$ cat src/rtl/ps2_keymem.sv
// PS/2 keyboard receiver with a scan-code FIFO exposed as a small
// memory-mapped peripheral (DATA and STATUS words at 0x003xxxxx).
module ps2_keymem #(
    parameter int FIFO_DEPTH     = 16,
    parameter int TIMEOUT_CYCLES = 50000
) (
    input  logic        clock,
    input  logic        reset,
    input  logic        ps2_clk,
    input  logic        ps2_data,
    input  logic [31:0] rdaddr,
    input  logic        rden,
    output logic [31:0] dataout,
    output logic        irq
);
    localparam int PTR_W = $clog2(FIFO_DEPTH);
    localparam int CNT_W = $clog2(FIFO_DEPTH + 1);
    localparam int TO_W  = $clog2(TIMEOUT_CYCLES + 1);

    typedef enum logic [1:0] {IDLE, DATA, PARITY, STOP} rx_state_t;

    logic clk_s1, clk_s2, clk_d, dat_s1, dat_s2;
    logic fall;

    rx_state_t       state, state_nx;
    logic [2:0]      bitcnt, bitcnt_nx;
    logic [7:0]      shreg, shreg_nx;
    logic            parbit, parbit_nx;
    logic [TO_W-1:0] tocnt, tocnt_nx;
    logic            timeout, frame_good, frame_bad;

    logic            vld_p1;
    logic [7:0]      byte_p1;

    logic [7:0]       mem [FIFO_DEPTH];
    logic [PTR_W-1:0] wr_ptr, rd_ptr;
    logic [CNT_W-1:0] count, count_nx;
    logic             full, push, pop;
    logic             overflow, frame_err, ovf_set;
    logic             sel, rd_data, rd_stat;
    logic [5:0]       cnt6;
    logic             unused_addr;

    assign unused_addr = ^{rdaddr[19:4], rdaddr[1:0]};

    // Synchronise the PS/2 lines; idle bus level is high
    always_ff @(posedge clock) begin
        if (reset) begin
            clk_s1 <= 1'b1;
            clk_s2 <= 1'b1;
            clk_d  <= 1'b1;
            dat_s1 <= 1'b1;
            dat_s2 <= 1'b1;
        end else begin
            clk_s1 <= ps2_clk;
            clk_s2 <= clk_s1;
            clk_d  <= clk_s2;
            dat_s1 <= ps2_data;
            dat_s2 <= dat_s1;
        end
    end

    assign fall = clk_d & ~clk_s2;

    // Receiver next-state logic: sample only on a synced falling edge
    always_comb begin
        state_nx   = state;
        bitcnt_nx  = bitcnt;
        shreg_nx   = shreg;
        parbit_nx  = parbit;
        tocnt_nx   = tocnt;
        frame_good = 1'b0;
        frame_bad  = 1'b0;
        timeout    = (state != IDLE) && (tocnt == TO_W'(TIMEOUT_CYCLES));

        if (state == IDLE || fall) tocnt_nx = '0;
        else                       tocnt_nx = tocnt + TO_W'(1);

        if (timeout) begin
            state_nx  = IDLE;
            tocnt_nx  = '0;
            frame_bad = 1'b1;
        end else if (fall) begin
            case (state)
                IDLE: begin
                    if (!dat_s2) begin
                        state_nx  = DATA;
                        bitcnt_nx = 3'd0;
                    end
                end
                DATA: begin
                    shreg_nx  = {dat_s2, shreg[7:1]};
                    bitcnt_nx = bitcnt + 3'd1;
                    if (bitcnt == 3'd7) state_nx = PARITY;
                end
                PARITY: begin
                    parbit_nx = dat_s2;
                    state_nx  = STOP;
                end
                STOP: begin
                    state_nx = IDLE;
                    // stop bit high and odd parity over data+parity
                    if (dat_s2 && (^{shreg, parbit})) frame_good = 1'b1;
                    else                               frame_bad  = 1'b1;
                end
                default: state_nx = IDLE;
            endcase
        end
    end

    // Receiver state register
    always_ff @(posedge clock) begin
        if (reset) begin
            state  <= IDLE;
            bitcnt <= '0;
            shreg  <= '0;
            parbit <= 1'b0;
            tocnt  <= '0;
        end else begin
            state  <= state_nx;
            bitcnt <= bitcnt_nx;
            shreg  <= shreg_nx;
            parbit <= parbit_nx;
            tocnt  <= tocnt_nx;
        end
    end

    // ---- stage p1: completed good byte waits one cycle for the FIFO write ----
    // Valid flag for the pending byte
    always_ff @(posedge clock) begin
        if (reset) vld_p1 <= 1'b0;
        else       vld_p1 <= frame_good;
    end

    // Pending byte payload
    always_ff @(posedge clock) begin
        byte_p1 <= shreg;
    end

    // Read decode and FIFO handshakes
    assign sel     = rden && (rdaddr[31:20] == 12'h003);
    assign rd_data = sel && (rdaddr[3:2] == 2'd0);
    assign rd_stat = sel && (rdaddr[3:2] == 2'd1);
    assign full    = (count == CNT_W'(FIFO_DEPTH));
    assign pop     = rd_data && (count != '0);
    assign push    = vld_p1 && (!full || pop);
    assign ovf_set = vld_p1 && full && !pop;
    assign cnt6    = 6'(count);

    // Occupancy after this cycle's push/pop
    always_comb begin
        count_nx = count;
        case ({push, pop})
            2'b10:   count_nx = count + CNT_W'(1);
            2'b01:   count_nx = count - CNT_W'(1);
            default: count_nx = count;
        endcase
    end

    // FIFO storage write port
    always_ff @(posedge clock) begin
        if (push) mem[wr_ptr] <= byte_p1;
    end

    // FIFO pointers, count, sticky flags and interrupt
    always_ff @(posedge clock) begin
        if (reset) begin
            wr_ptr    <= '0;
            rd_ptr    <= '0;
            count     <= '0;
            overflow  <= 1'b0;
            frame_err <= 1'b0;
            irq       <= 1'b0;
        end else begin
            if (push) wr_ptr <= wr_ptr + PTR_W'(1);
            if (pop)  rd_ptr <= rd_ptr + PTR_W'(1);
            count     <= count_nx;
            overflow  <= ovf_set   | (overflow  & ~rd_stat);
            frame_err <= frame_bad | (frame_err & ~rd_stat);
            irq       <= (count_nx != '0);
        end
    end

    // Registered read data; untouched when the address is not ours
    always_ff @(posedge clock) begin
        if (reset) begin
            dataout <= '0;
        end else if (sel) begin
            case (rdaddr[3:2])
                2'd0:    dataout <= pop ? {23'b0, 1'b1, mem[rd_ptr]} : 32'h0;
                2'd1:    dataout <= {24'b0, cnt6, frame_err, overflow};
                default: dataout <= 32'h0;
            endcase
        end
    end

endmodule

$ cat config.mk
export PLATFORM = sky130hd
export DESIGN_NAME = ps2_keymem
export DESIGN_NICKNAME = d
export VERILOG_FILES = /design/src/rtl/ps2_keymem.sv
export SDC_FILE = /design/constraint.sdc
export NUM_CORES = 1
export LEC_CHECK = 0
export CORE_MARGIN = 1.5
export CORE_UTILIZATION = 40
export DETAILED_ROUTE_END_ITERATION = 7
export GPL_ROUTABILITY_DRIVEN = 1
export PLACE_DENSITY = 0.67
export SLEW_MARGIN = 15
export SYNTH_ARGS = -nofsm -noshare
export SYNTH_HDL_FRONTEND = slang
export SYNTH_SLANG_ARGS = --single-unit
export TNS_END_PERCENT = 5
$ cat constraint.sdc
create_clock -name clock -period 2.7 [get_ports clock]
set_input_delay 0.405 -clock clock [delete_from_list [all_inputs] [get_ports clock]]
set_output_delay 0.405 -clock clock [all_outputs]
set_load 0.01 [all_outputs]
==> key figures <==
Run status
  • Status: finished clean

Timing
  • Worst slew pin tran: 0.6715 ns
  • Slew Viols, Final: 0
  • Final-report hold violation count: 0
  • Final Worst Setup Slack: 0.005939 ns
  • Unrepaired setup endpoints after global routing: yes
  • Fin Hold WS: 0.3938 ns
  • Setup violators final: 0
  • Rel. slew slack: 55.21%
  • Fraction of the cycle the final worst path needs: 99.78%
  • Max Clock Freq: 371.2 MHz
  • Clock Skew: 0.01282 ns
  • Setup TNS: 0 ns
  • Crit path time final: 2.694 ns

Die
  • Ports: 70
  • Die ar.: 21630 um2
  • Core Footprint: 20300 um2
  • Initial Util: 40.90%
  • Die height: 147.1 um
  • Die width: 147.1 um
  • Row count: 52

Synthesis
  • Dominant cells by area after synthesis: edfxtp_1, dfxtp_1, mux4_2, nor2_1, buf_4
  • Yosys top cell by area: edfxtp_1
  • Synth Flop Type: edfxtp_1
  • Simple-gate area share of the yosys netlist: 11.08%
  • Largest family of logic cells by synthesized area: multiplexers
  • #FFs+latches synth: 201
  • Cell with the most instances after synthesis: edfxtp_1
  • XOR/XNOR share of the synthesized area: 3.436%
  • Unique masters post-synth: 52
  • YS warnings: 0
  • EDFF count, synth: 128
  • Compound-cell area share of the yosys netlist: 3.345%
  • Post-Syn Area: 8303 um2
  • Async set-reset flop share out of synthesis: 0%
  • List of most frequent post-synthesis cells: edfxtp_1, dfxtp_1, nor2_1, nand2_1, mux4_2
  • Yosys top cell area share: 46.29%
  • Area share of fa/ha/maj cells after synthesis: 2.110%
  • Syn Area/Cell: 14.47 um2
  • Cells after Synth: 574
  • Post-synthesis sequential area ratio: 63.89%
  • Post-synthesis mux area share: 11.69%

Routing
  • Avg WL per Cell: 16.80 um
  • Routed vias/inst: 5.115
  • DR iter-0 viols: 240
  • DRC violations left: 0
  • Routed Wire Length: 15500 um
  • Routed Antenna Nets: 0
  • Vias: 4721
  • DR pass1 iterations: 4

Worst setup path
  • Reg-to-reg critical path startpoint: count[0]
  • Register-to-Register Path Depth: 10
  • FF-to-FF End: irq
  • Max Fanout on Critical Path: 2
  • WP data required: 3.06 ns
  • Setup crit start kind: flop
  • Nature of the critical path endpoint: flop
  • FF-to-FF setup slack: 0.006 ns
  • WP data arrival: 3.05 ns
  • Critical path class: flop to flop

Final layout
  • Ant diodes: 0
  • Total Nets Final: 689
  • Final Cell Area: 9747 um2
  • Final Util: 48.02%
  • Area grow syn2layout: 17.39%
  • Post-Layout Cell Count: 923
  • Layout cell share with drive strength beyond 1: 21.90%

Placed design
  • Post-DP HPWL: 10660 um
  • Cell total after placement: 878
  • Area after DPL: 8991 um2
  • Input/output buffers: 28
  • Routability cong.: 0.7926
  • Dpl ws: -0.6833 ns

Worst hold path
  • Sink of the worst hold path: byte_p1[2]
  • Hold depth: 0
  • Hold Path Origin: shreg[2]
  • Hold/Removal Path Class: flop to flop

Pwr
  • Max IR drop VDD: 449.2 uV
  • PD cells: 626.3 nW/um2
  • Leakage dissipation: 3.317 nW
  • Total power: 6.104 mW

Global route
  • All-Layer GR Usage: 14.94%
  • Largest net degree at the start of global routing: 44
  • Total gr overflow: 0
  • Vias in the first global route: 4765
  • First-pass GRT wire length: 25580 um
  • Initial antenna violation count: 0

CTS
  • H-tree depth: 1
  • Clock latency on the worst-skew pair: 0.49 ns
  • Count of clock tree sinks: 201
  • Clk slew on worst S/H paths: 0.06 ns
  • CTS Root Cell: clkbuf_16
  • CTS tree: done
  • Clk buf depth: 3
  • Number of CTS-inserted buffers: 21

Run
  • Max-Cap Viols: 0
==> worst max-delay path by stage <==
stage	from	endpoint	cells after the start
final	count[0]	irq	10
after global routing	count[0]	irq	10
after CTS	count[3]	irq	10
after detailed placement	rdaddr[27]	irq	11
after global placement	rdaddr[27]	irq	11
after floorplan	count[0]	irq	11
==> logic make-up after synthesis <==
family          after synthesis
buf+inv                      62
simple gates                172
compound gates               46
other cells                   1
xor+xnor                     31
fa+ha+maj                    14
mux                          47
flops                       201
==> sequential cells by signal, indices dropped and copies added, names as in the netlist, named ones only <==
| name | cells |
|---|---|
| wr_ptr | 4 |
| rd_ptr | 4 |
| dat_s1 | 1 |
| byte_p1 | 8 |
| mem | 128 |
| state | 2 |
| clk_d | 1 |
| clk_s2 | 1 |
| vld_p1 | 1 |
| overflow | 1 |
| bitcnt | 3 |
| dat_s2 | 1 |
| irq | 1 |
| parbit | 1 |
| shreg | 8 |
| frame_err | 1 |
| dataout | 9 |
| tocnt | 16 |
| clk_s1 | 1 |
| count | 5 |
==> layout make-up <==
class / instances / area (um2)
clock buffers: 25 / 550.5
clock inverters: 13 / 118.9
fillers: 1729 / 10550
inverters: 10 / 37.54
multi-input cells: 333 / 2758
flip-flops and latches: 201 / 5309
well taps: 270 / 337.8
repair buffers: 71 / 635.6
==> placed cells by master (no fill, tap or decap), drive strengths merged, types with 13 or more instances in the layout <==
master         instances
xnor2                 13
nand3                 13
nand4                 14
a21oi                 27
nand2                 44
xor2                  17
dfxtp                 73
nor2                  56
ha                    14
buf                   43
clkbuf                25
mux4                  40
conb                  23
clkdlybuf4s50         25
edfxtp               128
==> layer usage <==
metal / track usage (%) / vias to the layer above / routed length, um
met5: 0 / - / 0
met4: 4.300 / 0 / 336
met3: 2.391 / 24 / 633
met2: 26.13 / 94 / 7946
met1: 19.20 / 2404 / 6586
li1: - / 2199 / -
==> what timing repair did <==
action	in CTS	in global routing
hold buffers	0	0
buffers inserted	4	3
endpoints found under the setup margin	2	2
pin swaps	11	9
hold endpoints to repair	0	0
gates resized for setup	5	3
==> where the power goes <==
group	internal, mW	total (mW)	switching, mW
Combinational	0.0350	0.0824	0.0473
Sequential	3.23	3.23	0.00217
Clock	1.65	2.79	1.14
==> critical path, stage by stage, from the launching register on <==
cell     delay (ns)
dfxtp_2        0.32
or4_4          0.55
nor2_4         0.16
nor3_4         0.05
xor2_1         0.16
ha_2           0.20
or3_4          0.33
or3_4          0.35
mux2i_4        0.17
xnor2_2        0.15
a41oi_2        0.11
Power figures use the tool's default switching activity.
